===== src/rtl/shiftreg_pkg.sv =====
// Shared constants for the 74hc595 pattern sequencer and the driver bench.
// Latency: n/a (package only).
// Backpressure: n/a (package only).
//
// Contents: mode encodings for i_mode, FSM state encoding, and a helper
// that sizes the period counter.
package shiftreg_pkg;

  // Pattern advance modes, sampled by the sequencer in its NEXT state.
  localparam logic [1:0] MODE_TOGGLE = 2'd0;
  localparam logic [1:0] MODE_WALK   = 2'd1;
  localparam logic [1:0] MODE_COUNT  = 2'd2;
  localparam logic [1:0] MODE_LFSR   = 2'd3;

  // State encoding. Kept as plain localparams so other benches can decode
  // a probed state bus without pulling in the enum type.
  localparam logic [2:0] ST_SEND_ENC      = 3'd0;
  localparam logic [2:0] ST_GAP_ENC       = 3'd1;
  localparam logic [2:0] ST_WAIT_RDY_ENC  = 3'd2;
  localparam logic [2:0] ST_WAIT_TICK_ENC = 3'd3;
  localparam logic [2:0] ST_NEXT_ENC      = 3'd4;

  typedef enum logic [2:0] {
    ST_SEND      = ST_SEND_ENC,
    ST_GAP       = ST_GAP_ENC,
    ST_WAIT_RDY  = ST_WAIT_RDY_ENC,
    ST_WAIT_TICK = ST_WAIT_TICK_ENC,
    ST_NEXT      = ST_NEXT_ENC
  } state_t;

  // Period counter width: max(1, clog2(period)). A period of 1 or 2 still
  // needs one bit so the counter and its compare remain well formed.
  function automatic int unsigned cnt_width(input int unsigned period);
    int unsigned w;
    w = $clog2(period);
    return (w < 1) ? 1 : w;
  endfunction

endpackage


===== src/rtl/shiftreg_pattern_next.sv =====
// Next-word function for the pattern sequencer (toggle/walk/count/LFSR).
// Latency: purely combinational, zero cycles.
// Backpressure: none; output follows inputs continuously.
//
// Ports:
//   d    in  WIDTH  current word
//   mode in  2      advance mode (MODE_TOGGLE..MODE_LFSR)
//   taps in  WIDTH  LFSR feedback mask
//   nxt  out WIDTH  advanced word
module shiftreg_pattern_next
  import shiftreg_pkg::*;
#(
  parameter int unsigned WIDTH = 8
) (
  input  logic [WIDTH-1:0] d,
  input  logic [1:0]       mode,
  input  logic [WIDTH-1:0] taps,
  output logic [WIDTH-1:0] nxt
);

  logic w_is_zero;
  logic w_fb;

  assign w_is_zero = (d == '0);
  // Feedback bit is the parity of the tapped bits.
  assign w_fb      = ^(d & taps);

  always_comb begin
    nxt = d;
    case (mode)
      MODE_TOGGLE: nxt = ~d;
      // An all-zero word would rotate forever as zero; restart at bit 0.
      MODE_WALK:   nxt = w_is_zero ? WIDTH'(1) : {d[WIDTH-2:0], d[WIDTH-1]};
      MODE_COUNT:  nxt = d + WIDTH'(1);
      // All-zero is the LFSR lock-up state; escape to 1.
      MODE_LFSR:   nxt = w_is_zero ? WIDTH'(1) : {d[WIDTH-2:0], w_fb};
      default:     nxt = d;
    endcase
  end

endmodule


===== src/rtl/shiftreg_pattern_gen.sv =====
// Pattern sequencer: strobes a WIDTH-bit word into the 595 driver, waits for
// ready, holds PERIOD cycles, then advances the word by the selected mode.
// Latency: PERIOD+4 cycles between o_enable pulses with i_ready already high.
// Backpressure: stalls in WAIT_RDY until i_ready; i_hold freezes the period.
//
// Ports:
//   i_clk, i_rst         clock, asynchronous active-high reset
//   i_ready              driver idle/done
//   i_mode               advance mode, only sampled in NEXT
//   i_hold               freezes the period counter while high
//   i_load, i_load_data  direct load, only accepted in WAIT_TICK
//   o_data               word presented to the driver
//   o_enable             one-cycle send strobe
//   o_busy               high in every state except WAIT_TICK
//   o_frames             frames advanced, wraps
module shiftreg_pattern_gen
  import shiftreg_pkg::*;
#(
  parameter int unsigned     WIDTH   = 8,
  parameter int unsigned     PERIOD  = 25_000_000,
  parameter logic [WIDTH-1:0] INIT   = 'h55,
  parameter logic [WIDTH-1:0] TAPS   = 'hB8,
  parameter int unsigned     FRAME_W = 16
) (
  input  logic               i_clk,
  input  logic               i_rst,
  input  logic               i_ready,
  input  logic [1:0]         i_mode,
  input  logic               i_hold,
  input  logic               i_load,
  input  logic [WIDTH-1:0]   i_load_data,
  output logic [WIDTH-1:0]   o_data,
  output logic               o_enable,
  output logic               o_busy,
  output logic [FRAME_W-1:0] o_frames
);

  localparam int unsigned    CNT_W    = cnt_width(PERIOD);
  localparam logic [CNT_W-1:0] CNT_LAST = CNT_W'(PERIOD - 1);

  state_t             r_state;
  state_t             w_state_nxt;
  logic [CNT_W-1:0]   r_cnt;
  logic [CNT_W-1:0]   w_cnt_nxt;
  logic [WIDTH-1:0]   r_data;
  logic [WIDTH-1:0]   w_data_nxt;
  logic               r_enable;
  logic               w_enable_nxt;
  logic [FRAME_W-1:0] r_frames;
  logic [FRAME_W-1:0] w_frames_nxt;
  logic [WIDTH-1:0]   w_adv;

  shiftreg_pattern_next #(
    .WIDTH (WIDTH)
  ) u_next (
    .d    (r_data),
    .mode (i_mode),
    .taps (TAPS),
    .nxt  (w_adv)
  );

  always_ff @(posedge i_clk or posedge i_rst) begin
    if (i_rst) begin
      r_state  <= ST_SEND;
      r_cnt    <= '0;
      r_data   <= INIT;
      r_enable <= 1'b0;
      r_frames <= '0;
    end else begin
      r_state  <= w_state_nxt;
      r_cnt    <= w_cnt_nxt;
      r_data   <= w_data_nxt;
      r_enable <= w_enable_nxt;
      r_frames <= w_frames_nxt;
    end
  end

  always_comb begin
    w_state_nxt  = r_state;
    w_cnt_nxt    = r_cnt;
    w_data_nxt   = r_data;
    // Strobe is only ever set on the SEND edge, so it drops on the next one.
    w_enable_nxt = 1'b0;
    w_frames_nxt = r_frames;

    case (r_state)
      ST_SEND: begin
        w_enable_nxt = 1'b1;
        w_state_nxt  = ST_GAP;
      end

      // One spare cycle so the driver can drop ready before we sample it.
      ST_GAP: begin
        w_state_nxt = ST_WAIT_RDY;
      end

      ST_WAIT_RDY: begin
        if (i_ready) begin
          w_cnt_nxt   = '0;
          w_state_nxt = ST_WAIT_TICK;
        end
      end

      ST_WAIT_TICK: begin
        // Load beats both hold and terminal count: no advance on that frame.
        if (i_load) begin
          w_data_nxt  = i_load_data;
          w_cnt_nxt   = '0;
          w_state_nxt = ST_SEND;
        end else if (!i_hold) begin
          if (r_cnt == CNT_LAST) begin
            w_state_nxt = ST_NEXT;
          end else begin
            w_cnt_nxt = r_cnt + CNT_W'(1);
          end
        end
      end

      ST_NEXT: begin
        w_data_nxt   = w_adv;
        w_frames_nxt = r_frames + FRAME_W'(1);
        w_state_nxt  = ST_SEND;
      end

      default: begin
        w_state_nxt = ST_SEND;
      end
    endcase
  end

  assign o_data   = r_data;
  assign o_enable = r_enable;
  assign o_busy   = (r_state != ST_WAIT_TICK);
  assign o_frames = r_frames;

  // The strobe must never stretch across two cycles.
  a_enable_single : assert property (
    @(posedge i_clk) disable iff (i_rst) r_enable |=> !r_enable
  );

  // The word only moves on the NEXT edge or an accepted load; the driver
  // never sees it change mid-shift.
  a_data_stable : assert property (
    @(posedge i_clk) disable iff (i_rst)
      ((r_state != ST_NEXT) && !((r_state == ST_WAIT_TICK) && i_load))
        |=> $stable(r_data)
  );

endmodule


===== config.mk =====
export PLATFORM = sky130hd
export DESIGN_NAME = shiftreg_pattern_gen
export DESIGN_NICKNAME = d
export VERILOG_FILES = /design/src/rtl/shiftreg_pkg.sv /design/src/rtl/shiftreg_pattern_next.sv /design/src/rtl/shiftreg_pattern_gen.sv
export SDC_FILE = /design/constraint.sdc
export NUM_CORES = 1
export LEC_CHECK = 0
export CAP_MARGIN = 5
export CORE_MARGIN = 4
export CORE_UTILIZATION = 40
export CTS_BUF_LIST = sky130_fd_sc_hd__clkbuf_16
export DETAILED_ROUTE_END_ITERATION = 12
export GPL_TIMING_DRIVEN = 0
export HOLD_SLACK_MARGIN = 0.1
export PLACE_DENSITY = 0.61
export SLEW_MARGIN = 10
export SYNTH_ARGS = -nofsm -noshare
export SYNTH_HDL_FRONTEND = slang
export SYNTH_SLANG_ARGS = --single-unit

===== constraint.sdc =====
create_clock -name i_clk -period 3.53 [get_ports i_clk]
set_input_delay 1.059 -clock i_clk [delete_from_list [all_inputs] [get_ports i_clk]]
set_output_delay 1.059 -clock i_clk [all_outputs]
set_load 0.02 [all_outputs]

==> impl_metrics.json, run 1 <==
{
  "status": "complete, no violations",
  "synth-compound-area-share_pct": 11.7,
  "num_vias": 2460,
  "vias_per_cell": 5.36,
  "maxCapViolCount": 0,
  "synth_fa_ha_area_share_pct": 2.45,
  "numPortBuffers": 39,
  "fin_skew_ns": 0.00483,
  "max_stage_delay_ns": 0.58,
  "drive_gt1_share_pct": 10.6,
  "worstSetupEndpointType": "flip-flop",
  "fin_setup_tns_ns": 0,
  "cts-resized-gates": 0,
  "syn_inst": 312,
  "synth_largest_area_cell": "dfrtp_1",
  "clkLatencyLatePin_ns": 0.29,
  "ys_types": 56,
  "setup_viol": 0,
  "hold_class": "flip-flop to flip-flop",
  "worst_path_max_delay_cell": "clkdlybuf4s50_1",
  "clkTransAtPathRegs_ns": 0.07,
  "drv_slew": 0,
  "arrival_ns": 2.85,
  "synth_edf_count": 0,
  "yosysSeqAreaShare_pct": 43.4,
  "slew_headroom_pct": 56.1,
  "area_growth_pct": 22.4,
  "cts_buffers": 5,
  "cts-root-buf": "clkbuf_16",
  "seqPwrFrac_pct": 38.0,
  "routed.top_layer": "met4",
  "met1_length_mm": 3.31,
  "intPower_mw": 1.30,
  "synth_nets": 333,
  "grt-ovfl-total": 0,
  "synth-xor-area-share_pct": 10.9,
  "p_total_mw": 2.04,
  "die_h_um": 95.5,
  "synth-simple-area-share_pct": 25.8,
  "p_per_area_mw_per_mm2": 544,
  "crit_chain": "clkdlybuf4s50_1, nor2b_1, nor4_4, nand4_1, xor2_1, nor2_1",
  "grt_pass1_wl_mm": 11.2,
  "dr.pass1.iters": 4,
  "final_common_cell": "dfrtp_1",
  "power_frac_comb_pct": 37.5,
  "postSynthAreaPerCell_um2": 9.82,
  "cts-hold-fix-buffers": 0,
  "worst_pin_slew_ns": 0.654,
  "max_freq_ghz": 0.372,
  "required_ns": 3.69,
  "critPathKind": "primary input to flip-flop",
  "pin_count": 41,
  "yosys-top-cells-area": "dfrtp_1 (40%), xor2_1 (6.3%), xnor2_1 (4.6%), nand4_1 (4.3%), dfstp_2 (3.4%)",
  "wl_mm": 6.51,
  "clock_path_buffers": 2,
  "cts_sinks": 53,
  "fin_area_mm2": 0.00375,
  "ys_dominant_reg_cell": "dfrtp_1",
  "cp_max_fo": 10,
  "place_area_mm2": 0.00360,
  "synth_seq_cells": 53,
  "grt_pass1_vias": 2346,
  "p_switching_mw": 0.743,
  "cts_tree": "done",
  "gp_congestion": 0.821,
  "muxShareOfSynthArea_pct": 2.37,
  "placementRows": 31,
  "ir_drop_v": 0.000349,
  "fin_nets": 380,
  "setup_slack_ns": 0.844,
  "wire_per_inst_um": 14.2,
  "finish.utilization_pct": 51.2,
  "dp.cells": 451,
  "p_leak_nw": 1.60,
  "netlist_area_mm2": 0.00306,
  "dp_worst_setup_slack_ns": 0.568,
  "whs_ns": 0.469,
  "clockPowerShare_pct": 24.5,
  "drc": 0,
  "die_area_mm2": 0.00913,
  "hpwl_mm": 4.71,
  "synthArstFlopShare_pct": 100,
  "n_antenna_cell": 0,
  "die_x_um": 95.5,
  "synth_top_family_by_area": "simple AND/OR/NAND/NOR gates",
  "antenna_found_initial": 0,
  "route.met3.wl_um": 255,
  "fillers": 657,
  "final_cell_mix": "dfrtp_1 (49), clkdlybuf4s50_1 (39), nor2_1 (28)",
  "drt-initial-drc-count": 56,
  "rsz0062_at_grt": "false",
  "grt_start_max_net_pins": 29,
  "core_mm2": 0.00733,
  "grtUsageTotal_pct": 15.4,
  "p_sw_share_pct": 36.4,
  "fin_crit_ns": 2.69,
  "initial_utilization_pct": 41.8,
  "met2_length_mm": 2.85,
  "post-cts-setup-buffers": 0,
  "ant_nets": 0,
  "period_share_pct": 76.1,
  "fin_cells": 459,
  "hold_violations": 0,
  "start_kind": "primary input",
  "cts-htree-levels": 2,
  "synth-warning-count": 0,
  "synth_top_area_share_pct": 40.0
}
-- synthesized netlist by cell type (2+ instances only) --
cell type,number
a32o_1,3
inv_1,11
dfstp_2,4
o21ai_1,3
nand3_1,17
clkbuf_1,6
nand2_1,24
a221oi_1,2
mux2i_1,5
nor4b_1,3
ha_1,6
a221o_1,3
dfrtp_1,49
nand3b_1,2
xor2_1,22
mux2_2,2
nor2b_1,6
a21oi_1,6
o21ai_0,12
a21o_1,4
or3_2,3
and3_1,6
and4_1,3
and2_1,5
a31oi_1,2
xnor2_1,16
buf_2,6
nor3_1,6
nand4_1,21
nor2_1,28
-- area by class of cell --
type	count	area (um^2)	share of cell area [%]
tap	99	124	3.30
sequential	53	1330	35.5
clock buffer	5	125	3.34
timing repair buffer	40	410	10.9
buffer	13	60.1	1.60
multi-input combinational	235	1630	43.5
clock inverter	3	26.3	0.701
inverter	11	41.3	1.10
-- power groups by stage --
stage / clock network (mW) / logic (mW) / registers [mW]
detailed placement: 0 / 0.769 / 0.787
finish: 0.500 / 0.765 / 0.774
CTS: 0.521 / 0.772 / 0.775
global route: 0.541 / 0.847 / 0.787
floorplan: 0 / 0.471 / 0.832
global placement: 0 / 0.759 / 0.785
-- logic make-up after synthesis --
group | Yosys count
mux | 7
xor+xnor | 38
buf+inv | 24
fa+ha+maj | 6
simple gates | 138
flops | 53
compound gates | 46
-- sequential cells by signal, indices dropped and copies added (netlist names) --
register / cells
r_cnt: 25
o_frames: 16
o_data: 8
r_state: 3
o_enable: 1
-- layer usage --
metal,global-route usage [%],vias up
met1,21.6,1186
met2,23.3,49
met4,6.04,0
met5,0,-
met3,2.84,7
li1,-,1218
-- worst max-delay path, delay by kind of cell --
kind / cells / cell delay, ns
xor+xnor: 1 / 0.19
buf+inv: 1 / 0.58
simple gates: 4 / 1.02
-- worst paths after layout --
path,from,to,slack [ns],depth (start not counted)
max,i_load,r_cnt[23]$_DFFE_PP0P_,0.84,6
min in group asynchronous,i_rst,r_cnt[5]$_DFFE_PP0P_,1.17,2
max reg2reg,r_cnt[0]$_DFFE_PP0P_,r_cnt[3]$_DFFE_PP0P_,1.50,6
min,o_frames[15]$_DFFE_PP0P_,o_frames[15]$_DFFE_PP0P_,0.47,1
min reg2reg,o_frames[15]$_DFFE_PP0P_,o_frames[15]$_DFFE_PP0P_,0.47,1
max in group asynchronous,i_rst,o_data[2]$_DFFE_PP1P_,1.73,3
Note: power is estimated with default switching activity, not from simulation.
==> run 2, diff against run 1 <==
clock period = 2.7 ns   (was 3.53 ns; I/O delays follow)
==> results of run 2 <==
The final DEF is identical to that of run 1. Status: complete, no violations.
Among the figures that moved: setup slack after placement 0.568 ns -> -0.0128 ns; setup slack after layout 0.844 ns -> 0.263 ns; register-to-register setup slack 1.50 ns -> 0.67 ns; total power 2.04 mW -> 2.67 mW; worst IR drop on VDD 0.000349 V -> 0.000456 V
